`config.mk`:
```
export PLATFORM = sky130hd
export DESIGN_NAME = mld_cyclic_decoder
export DESIGN_NICKNAME = d
export VERILOG_FILES = /design/src/rtl/mld_cyclic_decoder.sv
export SDC_FILE = /design/constraint.sdc
export NUM_CORES = 1
export LEC_CHECK = 0
export ABC_AREA = 1
export CORE_MARGIN = 2
export CORE_UTILIZATION = 35
export DETAILED_ROUTE_END_ITERATION = 6
export GPL_ROUTABILITY_DRIVEN = 0
export PLACE_DENSITY = 0.75
export SLEW_MARGIN = 15
export SYNTH_ARGS = -nofsm -noshare
export SYNTH_HDL_FRONTEND = slang
export SYNTH_SLANG_ARGS = --single-unit
```
`constraint.sdc`:
```
create_clock -name clk -period 2.2 [get_ports clk]
set_input_delay 0.44 -clock clk [delete_from_list [all_inputs] [get_ports clk]]
set_output_delay 0.44 -clock clk [all_outputs]
set_load 0.02 [all_outputs]
```
`src/rtl/mld_cyclic_decoder.sv`:
```
// Serial one-step majority-logic decoder for an N-bit cyclic code: six check-sums orthogonal on the MSB,
// threshold flip, rotate, N steps per codeword. Define MLD_ERR_COUNT_EN to add the err_count output.
module mld_cyclic_decoder #(
    parameter int              N       = 7,
    parameter logic [6*N-1:0]  CS_MASK = {7'h41, 7'h42, 7'h44, 7'h48, 7'h50, 7'h60},
    parameter int              THRESH  = 4
) (
    input  logic         clk,
    input  logic         rst,
    input  logic         in_valid,
    output logic         in_ready,
    input  logic [N-1:0] codeword_in,
    output logic         out_valid,
    input  logic         out_ready,
    output logic [N-1:0] codeword_out,
    output logic         err_flag,
`ifdef MLD_ERR_COUNT_EN
    output logic [$clog2(N+1)-1:0] err_count,
`endif
    output logic         busy
);

    localparam int         STEP_W = $clog2(N);
    localparam int         CNT_W  = $clog2(N + 1);
    localparam logic [2:0] THR    = 3'(THRESH);

    typedef enum logic [1:0] {IDLE, RUN, DONE} state_t;

    state_t              state_q, state_d;
    logic [N-1:0]        reg_q, reg_d;
    logic [STEP_W-1:0]   step_q, step_d;
    logic                err_q, err_d;
    logic [CNT_W-1:0]    ecnt_q, ecnt_d;

    logic [5:0]          s;
    logic [2:0]          cnt;
    logic                flip;

    // One shared threshold stage evaluates whichever bit currently sits in the MSB.
    always_comb begin
        s   = '0;
        cnt = '0;
        for (int k = 0; k < 6; k++) begin
            s[k] = ^(reg_q & CS_MASK[k*N +: N]);
            cnt  = cnt + {2'b00, s[k]};
        end
        flip = (cnt >= THR);
    end

    always_comb begin
        state_d = state_q;
        reg_d   = reg_q;
        step_d  = step_q;
        err_d   = err_q;
        ecnt_d  = ecnt_q;
        case (state_q)
            IDLE: begin
                if (in_valid) begin
                    reg_d   = codeword_in;
                    step_d  = '0;
                    err_d   = 1'b0;
                    ecnt_d  = '0;
                    state_d = RUN;
                end
            end
            RUN: begin
                // Corrected MSB rotates into bit 0, so later check-sums see it already fixed.
                reg_d  = {reg_q[N-2:0], reg_q[N-1] ^ flip};
                err_d  = err_q | flip;
                ecnt_d = ecnt_q + CNT_W'(flip);
                step_d = step_q + 1'b1;
                if (step_q == STEP_W'(N - 1)) begin
                    state_d = DONE;
                end
            end
            DONE: begin
                if (out_ready) begin
                    state_d = IDLE;
                end
            end
            default: state_d = IDLE;
        endcase
    end

    always_ff @(posedge clk or posedge rst) begin
        if (rst) begin
            state_q <= IDLE;
            reg_q   <= '0;
            step_q  <= '0;
            err_q   <= 1'b0;
            ecnt_q  <= '0;
        end else begin
            state_q <= state_d;
            reg_q   <= reg_d;
            step_q  <= step_d;
            err_q   <= err_d;
            ecnt_q  <= ecnt_d;
        end
    end

    assign in_ready     = (state_q == IDLE);
    assign out_valid    = (state_q == DONE);
    assign busy         = (state_q != IDLE);
    assign codeword_out = reg_q;
    assign err_flag     = err_q;

`ifdef MLD_ERR_COUNT_EN
    assign err_count = ecnt_q;
`else
    logic unused_ecnt;
    assign unused_ecnt = ^ecnt_q;
`endif

endmodule

```
==> impl_results.md, run 1 <==
- Status: completed
- Number of synthesized flops with an enable pin: 0
- H-tree depth: 1
- Syn Nets: 109
- Worst-path clk slew: 0.08 ns
- Flops & latches, synth: 13
- Share of Yosys cell area claimed by the top area cell type: 40.6%
- Die span in x: 51.8 um
- Die area: 2690 um^2
- Clk buf depth: 2
- Total power: 2.00 mW
- Routed Antenna Nets: 0
- First-pass GRT wire length: 2810 um
- Non-Filler Instances: 145
- Critical Path, Cell by Cell: nor2_2, nor2_1, ha_1, inv_1, fa_2, inv_1, ha_1, inv_1, nor2_1, nand3_1, nand2_1, nand2_1, nand3_1, nand2_1
- Clock share of power: 7.4%
- CP arrival: 2.32 ns
- Total Wirelength: 1620 um
- Placed insts: 141
- Buf/Inv on CP: 3
- Hold WS: 0.486 ns
- Average cell area after synthesis: 8.61 um^2
- Initial antenna violation count: 0
- Rows: 17
- Filler cells: 211
- Fmax: 476 MHz
- Setup TNS: 0 ns
- Area of the core: 2190 um^2
- CP max-delay cell: dfrtp_1
- Final setup violation count: 0
- Setup crit start kind: flip-flop
- Count leader, synth: inv_1
- CP delay by family, top: adder cells
- DP Area: 1040 um^2
- Routed wire per std cell: 11.2 um
- Cell area after synthesis: 801 um^2
- Int Power: 1.02 mW
- Largest cells by area after synthesis: dfrtp_1, inv_1, nand2_1
- CP max stage delay: 0.43 ns
- CTS Buf Count: 3
- Max-cap violations: 0
- Cts hold-fix bufs: 0
- Max IR drop VDD: 801 uV
- P_leak: 0.506 nW
- Synth async-reset ratio: 100%
- Clock root buffer: clkbuf_4
- Clock Sinks: 13
- PD cells: 1870 nW/um^2
- Ys Warns: 0
- Final Critical Period: 2.10 ns
- CP endpoint kind: flip-flop
- Seq/Total Area, Yosys: 40.6%
- Tcrit/Tclk final: 95.4%
- Port Buffer Count: 21
- CTS tree: done
- IO Count: 22
- Worst slew pin tran: 0.507 ns
- Final Worst Setup Slack: 0.100 ns
- Top FF cell, synth: dfrtp_1
- Combinational power share: 68.2%
- Final Instance Area: 1070 um^2
- Area Overhead vs Synth: 33.6%
- Worst clock skew: 0.00200 ns
- Share of cells above drive strength 1: 13.7%
- Critical path class: flip-flop to flip-flop
- Hold Path Class: input pin to async pin
- Vias per Instance: 4.86
- Initial Util: 36.6%
- DR iter-0 viols: 8
- Netlist cell types: 23
- N_diodes: 0
- Dpl ws: 0.114 ns
- HPWL Detailed: 1240 um
- Sw Ratio: 48.8%
- Largest net degree at the start of global routing: 14
- Worst slew margin: 66.2%
- Drt first pass iters: 4
- Cells after synthesis: 93
- Worst-path fanout max: 4
- Pins Over Slew Limit: 0
- GR Util All Layers: 14.1%
- Die H: 51.8 um
- Synth top cells by count: inv_1, nand2_1, dfrtp_1, nand3_1, nor2_1
- Layout Nets: 134
- Cell taking the most area after synthesis: dfrtp_1
- Clock Latency Late Sink: 0.27 ns
- Final Hold Fails: 0
- Residual DRC: 0
- Crit path required time: 2.42 ns
- Via count: 705
- Register share of total power: 24.4%
- Psw: 0.974 mW
- Vias in the first global route: 650
- GRT overflow: 0
- Post-layout util: 48.8%
[logic make-up after synthesis]
| group | share of synthesized area, % |
|---|---|
| buf+inv | 11.2 |
| flops | 40.6 |
| compound gates | 13.3 |
| xor+xnor | 3.28 |
| fa+ha+maj | 8.75 |
| simple gates | 22.8 |
[power groups by stage]
stage / Clock, mW / Sequential [mW] / Combinational, mW
after floorplan: 0 / 0.559 / 0.897
after global placement: 0 / 0.480 / 1.29
after detailed placement: 0 / 0.484 / 1.35
after CTS: 0.154 / 0.481 / 1.35
after global routing: 0.168 / 0.509 / 1.54
final: 0.148 / 0.488 / 1.36
[metal layers]
layer	vias to the layer above	track usage, %	routed length [um]
met1	333	16.6	671
met2	22	23.8	861
li1	348	-	-
met5	-	0	0
met4	0	6.58	11
met3	2	3.74	73
[cell usage in the layout, fill, tap and decap left out, drive strengths merged]
cell           instances
fa                     1
clkdlybuf4s50         21
xor2                   1
o21ai                  6
ha                     4
clkbuf                 4
xnor2                  2
buf                    1
a21oi                  3
nand3                 11
dfrtp                 13
inv                   19
nor2                   7
nand2                 18
o22ai                  2
o221ai                 4
[registers in the layout (all words and copies together) (netlist names)]
| signal | count |
|---|---|
| step_q | 3 |
| state_q | 2 |
| err_flag | 1 |
| codeword_out | 7 |
[worst paths after layout]
kind | from | endpoint | slack [ns] | cells after the start
worst max-delay path | codeword_out[5]$_DFFE_PP0P_ | codeword_out[0]$_DFFE_PP0P_ | 0.10 | 14
worst min-delay path | rst | state_q[0]$_DFFE_PP0P_ | 0.49 | 2
max in group asynchronous | rst | codeword_out[6]$_DFFE_PP0P_ | 1.35 | 2
worst max register to register | codeword_out[5]$_DFFE_PP0P_ | codeword_out[0]$_DFFE_PP0P_ | 0.10 | 14
min in group clk | err_flag$_DFFE_PP0P_ | err_flag$_DFFE_PP0P_ | 0.50 | 2
worst min register to register | err_flag$_DFFE_PP0P_ | err_flag$_DFFE_PP0P_ | 0.50 | 2
[layout make-up]
| class | count | area, um^2 | share of cell area, % |
|---|---|---|---|
| multi-input combinational | 59 | 393 | 36.7 |
| sequential | 13 | 327 | 30.5 |
| timing repair buffer | 22 | 218 | 20.4 |
| inverter | 19 | 71.3 | 6.67 |
| tap | 28 | 35.0 | 3.27 |
| clock buffer | 4 | 26.3 | 2.46 |
[repair_timing]
action | in CTS | in global routing
endpoints found under the setup margin | 0 | 2
resized for setup | 0 | 3
buffers inserted | 0 | 0
(Power assumes the default switching activity.)
==> run 2: changes to the inputs <==
Settings changed: CTS_CLUSTER_SIZE set to 8, REMOVE_ABC_BUFFERS set to 1.
==> impl_results.md, run 2 (synthesis gave the netlist of run 1 again) <==
- Status: completed (unchanged)
- Rows: 17 (unchanged)
- Multi-input logic area: 395 um^2 (was 393 um^2)
- Dpl ws: 0.0736 ns (was 0.114 ns)
- N_diodes: 0 (unchanged)
- Setup crit start kind: flip-flop (unchanged)
- Residual DRC: 0 (unchanged)
- PD cells: 1880 nW/um^2 (was 1870 nW/um^2)
- Filler cells: 214 (was 211)
- Die area: 2690 um^2 (unchanged)
- Critical path class: flip-flop to flip-flop (unchanged)
- GRT overflow: 0 (unchanged)
- CP endpoint kind: flip-flop (unchanged)
- Max reg flops: 7 (unchanged)
- Via count: 693 (was 705)
- Worst slew margin: 66.0% (was 66.2%)
- First-pass GRT wire length: 2710 um (was 2810 um)
- Pins Over Slew Limit: 0 (unchanged)
- Max IR drop VDD: 808 uV (was 801 uV)
- DR iter-0 viols: 7 (was 8)
- Fmax: 490 MHz (was 476 MHz)
- Initial Util: 36.6% (unchanged)
- Most frequent cells in the layout: clkdlybuf4s50_1, inv_1, nand2_1, dfrtp_1, nand3_1 (unchanged)
- Clock Sinks: 13 (unchanged)
- Clk buf depth: 2 (unchanged)
- Final Critical Period: 2.04 ns (was 2.10 ns)
- Register area: 325 um^2 (was 327 um^2)
- Clock Latency Late Sink: 0.27 ns (about the same)
- Final Hold Fails: 0 (unchanged)
- Vias per Instance: 4.75 (was 4.86)
- Clock root buffer: clkbuf_4 (unchanged)
- Port Buffer Count: 21 (unchanged)
- Tcrit/Tclk final: 92.8% (was 95.4%)
- Worst clock skew: 0.00138 ns (was 0.00200 ns)
- H-tree depth: 1 (unchanged)
- Total power: 2.02 mW (was 2.00 mW)
- Commonest non-fill, non-tap cell in the layout: clkdlybuf4s50_1 (unchanged)
- Hold WS: 0.493 ns (was 0.486 ns)
- HPWL Detailed: 1330 um (was 1240 um)
- Hold Path Class: input pin to async pin (unchanged)
- Final Worst Setup Slack: 0.158 ns (was 0.100 ns)
- Routed Antenna Nets: 0 (unchanged)
- Max-cap violations: 0 (unchanged)
- Total Wirelength: 1690 um (was 1620 um)
- Drt first pass iters: 4 (unchanged)
- Area Overhead vs Synth: 34.7% (was 33.6%)
- Die H: 51.8 um (unchanged)
- CTS Buf Count: 3 (unchanged)
- Final setup violation count: 0 (unchanged)
- IO Count: 22 (unchanged)
- Worst-path fanout max: 4 (unchanged)
- CTS tree: done (unchanged)
- Routed wire per std cell: 11.6 um (was 11.2 um)
- Largest net degree at the start of global routing: 14 (unchanged)
- Initial antenna violation count: 0 (unchanged)
- Worst-path clk slew: 0.08 ns (about the same)
- Worst slew pin tran: 0.510 ns (was 0.507 ns)
- Die span in x: 51.8 um (unchanged)
- Area of the core: 2190 um^2 (unchanged)
- Share of cells above drive strength 1: 16.1% (was 13.7%)
- CP arrival: 2.21 ns (was 2.32 ns)
- Crit path required time: 2.37 ns (was 2.42 ns)
- Cts hold-fix bufs: 0 (unchanged)
- P_leak: 0.510 nW (was 0.506 nW)
- Layout Nets: 135 (was 134)
- Vias in the first global route: 669 (was 650)
- GR Util All Layers: 13.9% (was 14.1%)
==> run 2: changes by cell type in the layout (fill, tap and decap cells not counted), sizes merged <==
cell  change
buf       +1
==> run 2: final timing paths <==
path                                        startpoint                     endpoint  slack, ns  cells past startpoint
max                        codeword_out[5]$_DFFE_PP0P_  codeword_out[0]$_DFFE_PP0P_       0.16                     13
min                                                rst       state_q[1]$_DFFE_PP0P_       0.49                      2
max reg2reg                codeword_out[5]$_DFFE_PP0P_  codeword_out[0]$_DFFE_PP0P_       0.16                     13
min reg2reg                       err_flag$_DFFE_PP0P_         err_flag$_DFFE_PP0P_       0.51                      2
max in group asynchronous                          rst  codeword_out[1]$_DFFE_PP0P_       1.37                      2
min in group clk                  err_flag$_DFFE_PP0P_         err_flag$_DFFE_PP0P_       0.51                      2
==> run 2: worst max-delay path, stage by stage, from the launching register on <==
cell and delay (ns):
dfrtp_1 0.43, nor2_2 0.18, nor2_2 0.06, ha_1 0.27, inv_1 0.05, fa_2 0.33
inv_2 0.05, ha_1 0.21, inv_1 0.05, nor2_1 0.03, nand3_1 0.09, nand3_1 0.07
nand3_1 0.08, nand2_1 0.05
==> run 2: metal layers <==
| layer | global-route usage, % | vias to the layer above | share of wire, % |
|---|---|---|---|
| li1 | - | 349 | - |
| met1 | 15.1 | 323 | 42 |
| met2 | 23.8 | 15 | 53 |
| met3 | 2.87 | 6 | 3.0 |
| met4 | 10.1 | 0 | 2.4 |
| met5 | 0 | - | 0 |
==> run 2: metrics by stage <==
stage	area [um^2]	utilization, %	std cells	TNS (ns)
after floorplan	782	-	91	0
final	1080	49.2	146	0
after detailed placement	1030	47.2	141	0
after CTS	1060	48.4	145	0
after global placement	1030	47.2	141	0
after global routing	1080	49.2	146	-0.00272
==> run 2: area by class of cell <==
cell class	count	area share, %
flip-flops and latches	13	30.2
multi-input cells	59	36.7
well taps	28	3.25
repair buffers	23	20.9
clock buffers	4	2.44
inverters	19	6.61
==> run 2: what timing repair did <==
action                                 CTS  global route
setup endpoints to repair                0             2
buffers inserted                         0             1
endpoints found under the hold margin    0             0
gates resized for setup                  0             6
==> run 2: power by group <==
part / switching [mW] / leakage (nW) / internal [mW]
Combinational: 0.781 / 0.339 / 0.608
Clock: 0.0752 / 0.0150 / 0.0703
Sequential: 0.121 / 0.156 / 0.368
Total: 0.978 / 0.510 / 1.05
==> run 3: changes to the inputs <==
Settings changed: CORE_MARGIN 2 to 5, CORE_UTILIZATION 35 to 40, PLACE_DENSITY 0.75 to 0.82.
==> impl_results.md, run 3 (synthesis gave the netlist of run 1 again) <==
- Crit path required time: 2.37 ns (about the same)
- Routed wire per std cell: 10.9 um (was 11.6 um)
- Worst-path clk slew: 0.08 ns (about the same)
- Layout Nets: 134 (was 135)
- Most frequent cells in the layout: clkdlybuf4s50_1, inv_1, nand2_1, dfrtp_1, nand3_1 (unchanged)
- Clock Latency Late Sink: 0.27 ns (about the same)
- DR iter-0 viols: 6 (was 7)
- Clk buf depth: 2 (unchanged)
- Tcrit/Tclk final: 91.9% (was 92.8%)
- # resized after CTS: 0 (unchanged)
- Drt first pass iters: 4 (unchanged)
- Hold Path Class: input pin to async pin (unchanged)
- Die area: 3000 um^2 (was 2690 um^2)
- Status: completed (unchanged)
- Clock Sinks: 13 (unchanged)
- Setup TNS: 0 ns (unchanged)
- Initial antenna violation count: 0 (unchanged)
- HPWL Detailed: 1310 um (was 1330 um)
- Worst-path fanout max: 4 (unchanged)
- Multi-input logic area: 393 um^2 (was 395 um^2)
- Largest net degree at the start of global routing: 14 (unchanged)
- Worst slew margin: 67.5% (was 66.0%)
- Final Worst Setup Slack: 0.179 ns (was 0.158 ns)
- Worst slew pin tran: 0.487 ns (was 0.510 ns)
- Max-cap violations: 0 (unchanged)
- Post-CTS Setup Inserts: 0 (unchanged)
- H-tree depth: 1 (unchanged)
- Total Wirelength: 1580 um (was 1690 um)
- Final setup violation count: 0 (unchanged)
- Vias per Instance: 4.60 (was 4.75)
- Port Buffer Count: 21 (unchanged)
- Max reg flops: 7 (unchanged)
- Via count: 662 (was 693)
- Final Instance Area: 1070 um^2 (was 1080 um^2)
- Dpl ws: 0.0957 ns (was 0.0736 ns)
- GRT overflow: 0 (unchanged)
- Vias in the first global route: 645 (was 669)
- GR Util All Layers: 13.0% (was 13.9%)
- Residual DRC: 0 (unchanged)
- Initial Util: 41.2% (was 36.6%)
- Filler cells: 192 (was 214)
- N_diodes: 0 (unchanged)
- Register area: 325 um^2 (unchanged)
- Area Overhead vs Synth: 33.3% (was 34.7%)
- Rows: 16 (was 17)
- Commonest non-fill, non-tap cell in the layout: clkdlybuf4s50_1 (unchanged)
- Pins Over Slew Limit: 0 (unchanged)
- P_leak: 0.505 nW (was 0.510 nW)
- CTS Buf Count: 3 (unchanged)
- Max IR drop VDD: 823 uV (was 808 uV)
- Area of the core: 1940 um^2 (was 2190 um^2)
- Final Hold Fails: 0 (unchanged)
- Share of cells above drive strength 1: 14.5% (was 16.1%)
- DP Area: 1030 um^2 (about the same)
- PD cells: 1880 nW/um^2 (about the same)
- Fmax: 495 MHz (was 490 MHz)
- CTS tree: done (unchanged)
- CP endpoint kind: flip-flop (unchanged)
- Die span in x: 54.7 um (was 51.8 um)
- Clock root buffer: clkbuf_4 (unchanged)
- CP arrival: 2.20 ns (was 2.21 ns)
- Setup crit start kind: flip-flop (unchanged)
- Die H: 54.7 um (was 51.8 um)
- IO Count: 22 (unchanged)
- First-pass GRT wire length: 2770 um (was 2710 um)
- Cts hold-fix bufs: 0 (unchanged)
- Final Critical Period: 2.02 ns (was 2.04 ns)
- Routed Antenna Nets: 0 (unchanged)
- Critical path class: flip-flop to flip-flop (unchanged)
- Worst clock skew: 0.00642 ns (was 0.00138 ns)
run 3: cell type report:
| cell class | count | share of cell area (%) |
|---|---|---|
| Multi-Input combinational cell | 59 | 36.8 |
| Sequential cell | 13 | 30.5 |
| Timing Repair Buffer | 22 | 20.4 |
| Inverter | 19 | 6.68 |
| Tap cell | 27 | 3.17 |
| Clock buffer | 4 | 2.46 |
run 3: metrics by stage:
stage / util (%) / std cells / power (mW) / hold slack (ns)
final: 55.0 / 144 / 2.01 / 0.474
after global routing: 55.0 / 144 / 2.25 / 0.518
after CTS: 54.6 / 144 / 2.00 / 0.491
after detailed placement: 53.2 / 140 / 1.85 / 0.484
after global placement: 53.2 / 140 / 1.77 / 0.471
after floorplan: - / 91 / 1.41 / 0.317
run 3: worst max-delay path, stage by stage, from the launching register on:
cell,delay (ns)
dfrtp_1,0.42
nor2_2,0.14
nor2_1,0.06
ha_1,0.30
inv_2,0.06
fa_2,0.18
inv_2,0.03
ha_1,0.25
inv_1,0.03
nor2_1,0.07
nand3_1,0.10
nand2_1,0.11
nand2_1,0.06
nand3_1,0.06
nand2_1,0.05
run 3: metal layers:
layer | up-vias | GRT usage [%] | wire length, um
li1 | 345 | - | -
met1 | 300 | 16.1 | 692
met2 | 15 | 21.5 | 786
met3 | 2 | 3.00 | 82
met4 | 0 | 4.98 | 14
met5 | - | 0 | 0
run 3: report_power, final:
group / switching [mW] / total [mW] / leakage [nW] / internal, mW
logic: 0.779 / 1.38 / 0.334 / 0.599
registers: 0.118 / 0.485 / 0.156 / 0.367
clock network: 0.0776 / 0.148 / 0.0150 / 0.0702
total: 0.974 / 2.01 / 0.505 / 1.04
run 3: worst paths after layout:
path	cells past startpoint	endpoint	start	slack, ns
worst max-delay path	14	codeword_out[0]$_DFFE_PP0P_	codeword_out[5]$_DFFE_PP0P_	0.18
worst min-delay path	2	step_q[1]$_DFFE_PP0P_	rst	0.47
worst max register to register	14	codeword_out[0]$_DFFE_PP0P_	codeword_out[5]$_DFFE_PP0P_	0.18
worst min register to register	2	err_flag$_DFFE_PP0P_	err_flag$_DFFE_PP0P_	0.49
max in group asynchronous	2	codeword_out[5]$_DFFE_PP0P_	rst	1.39
min in group clk	2	err_flag$_DFFE_PP0P_	err_flag$_DFFE_PP0P_	0.49
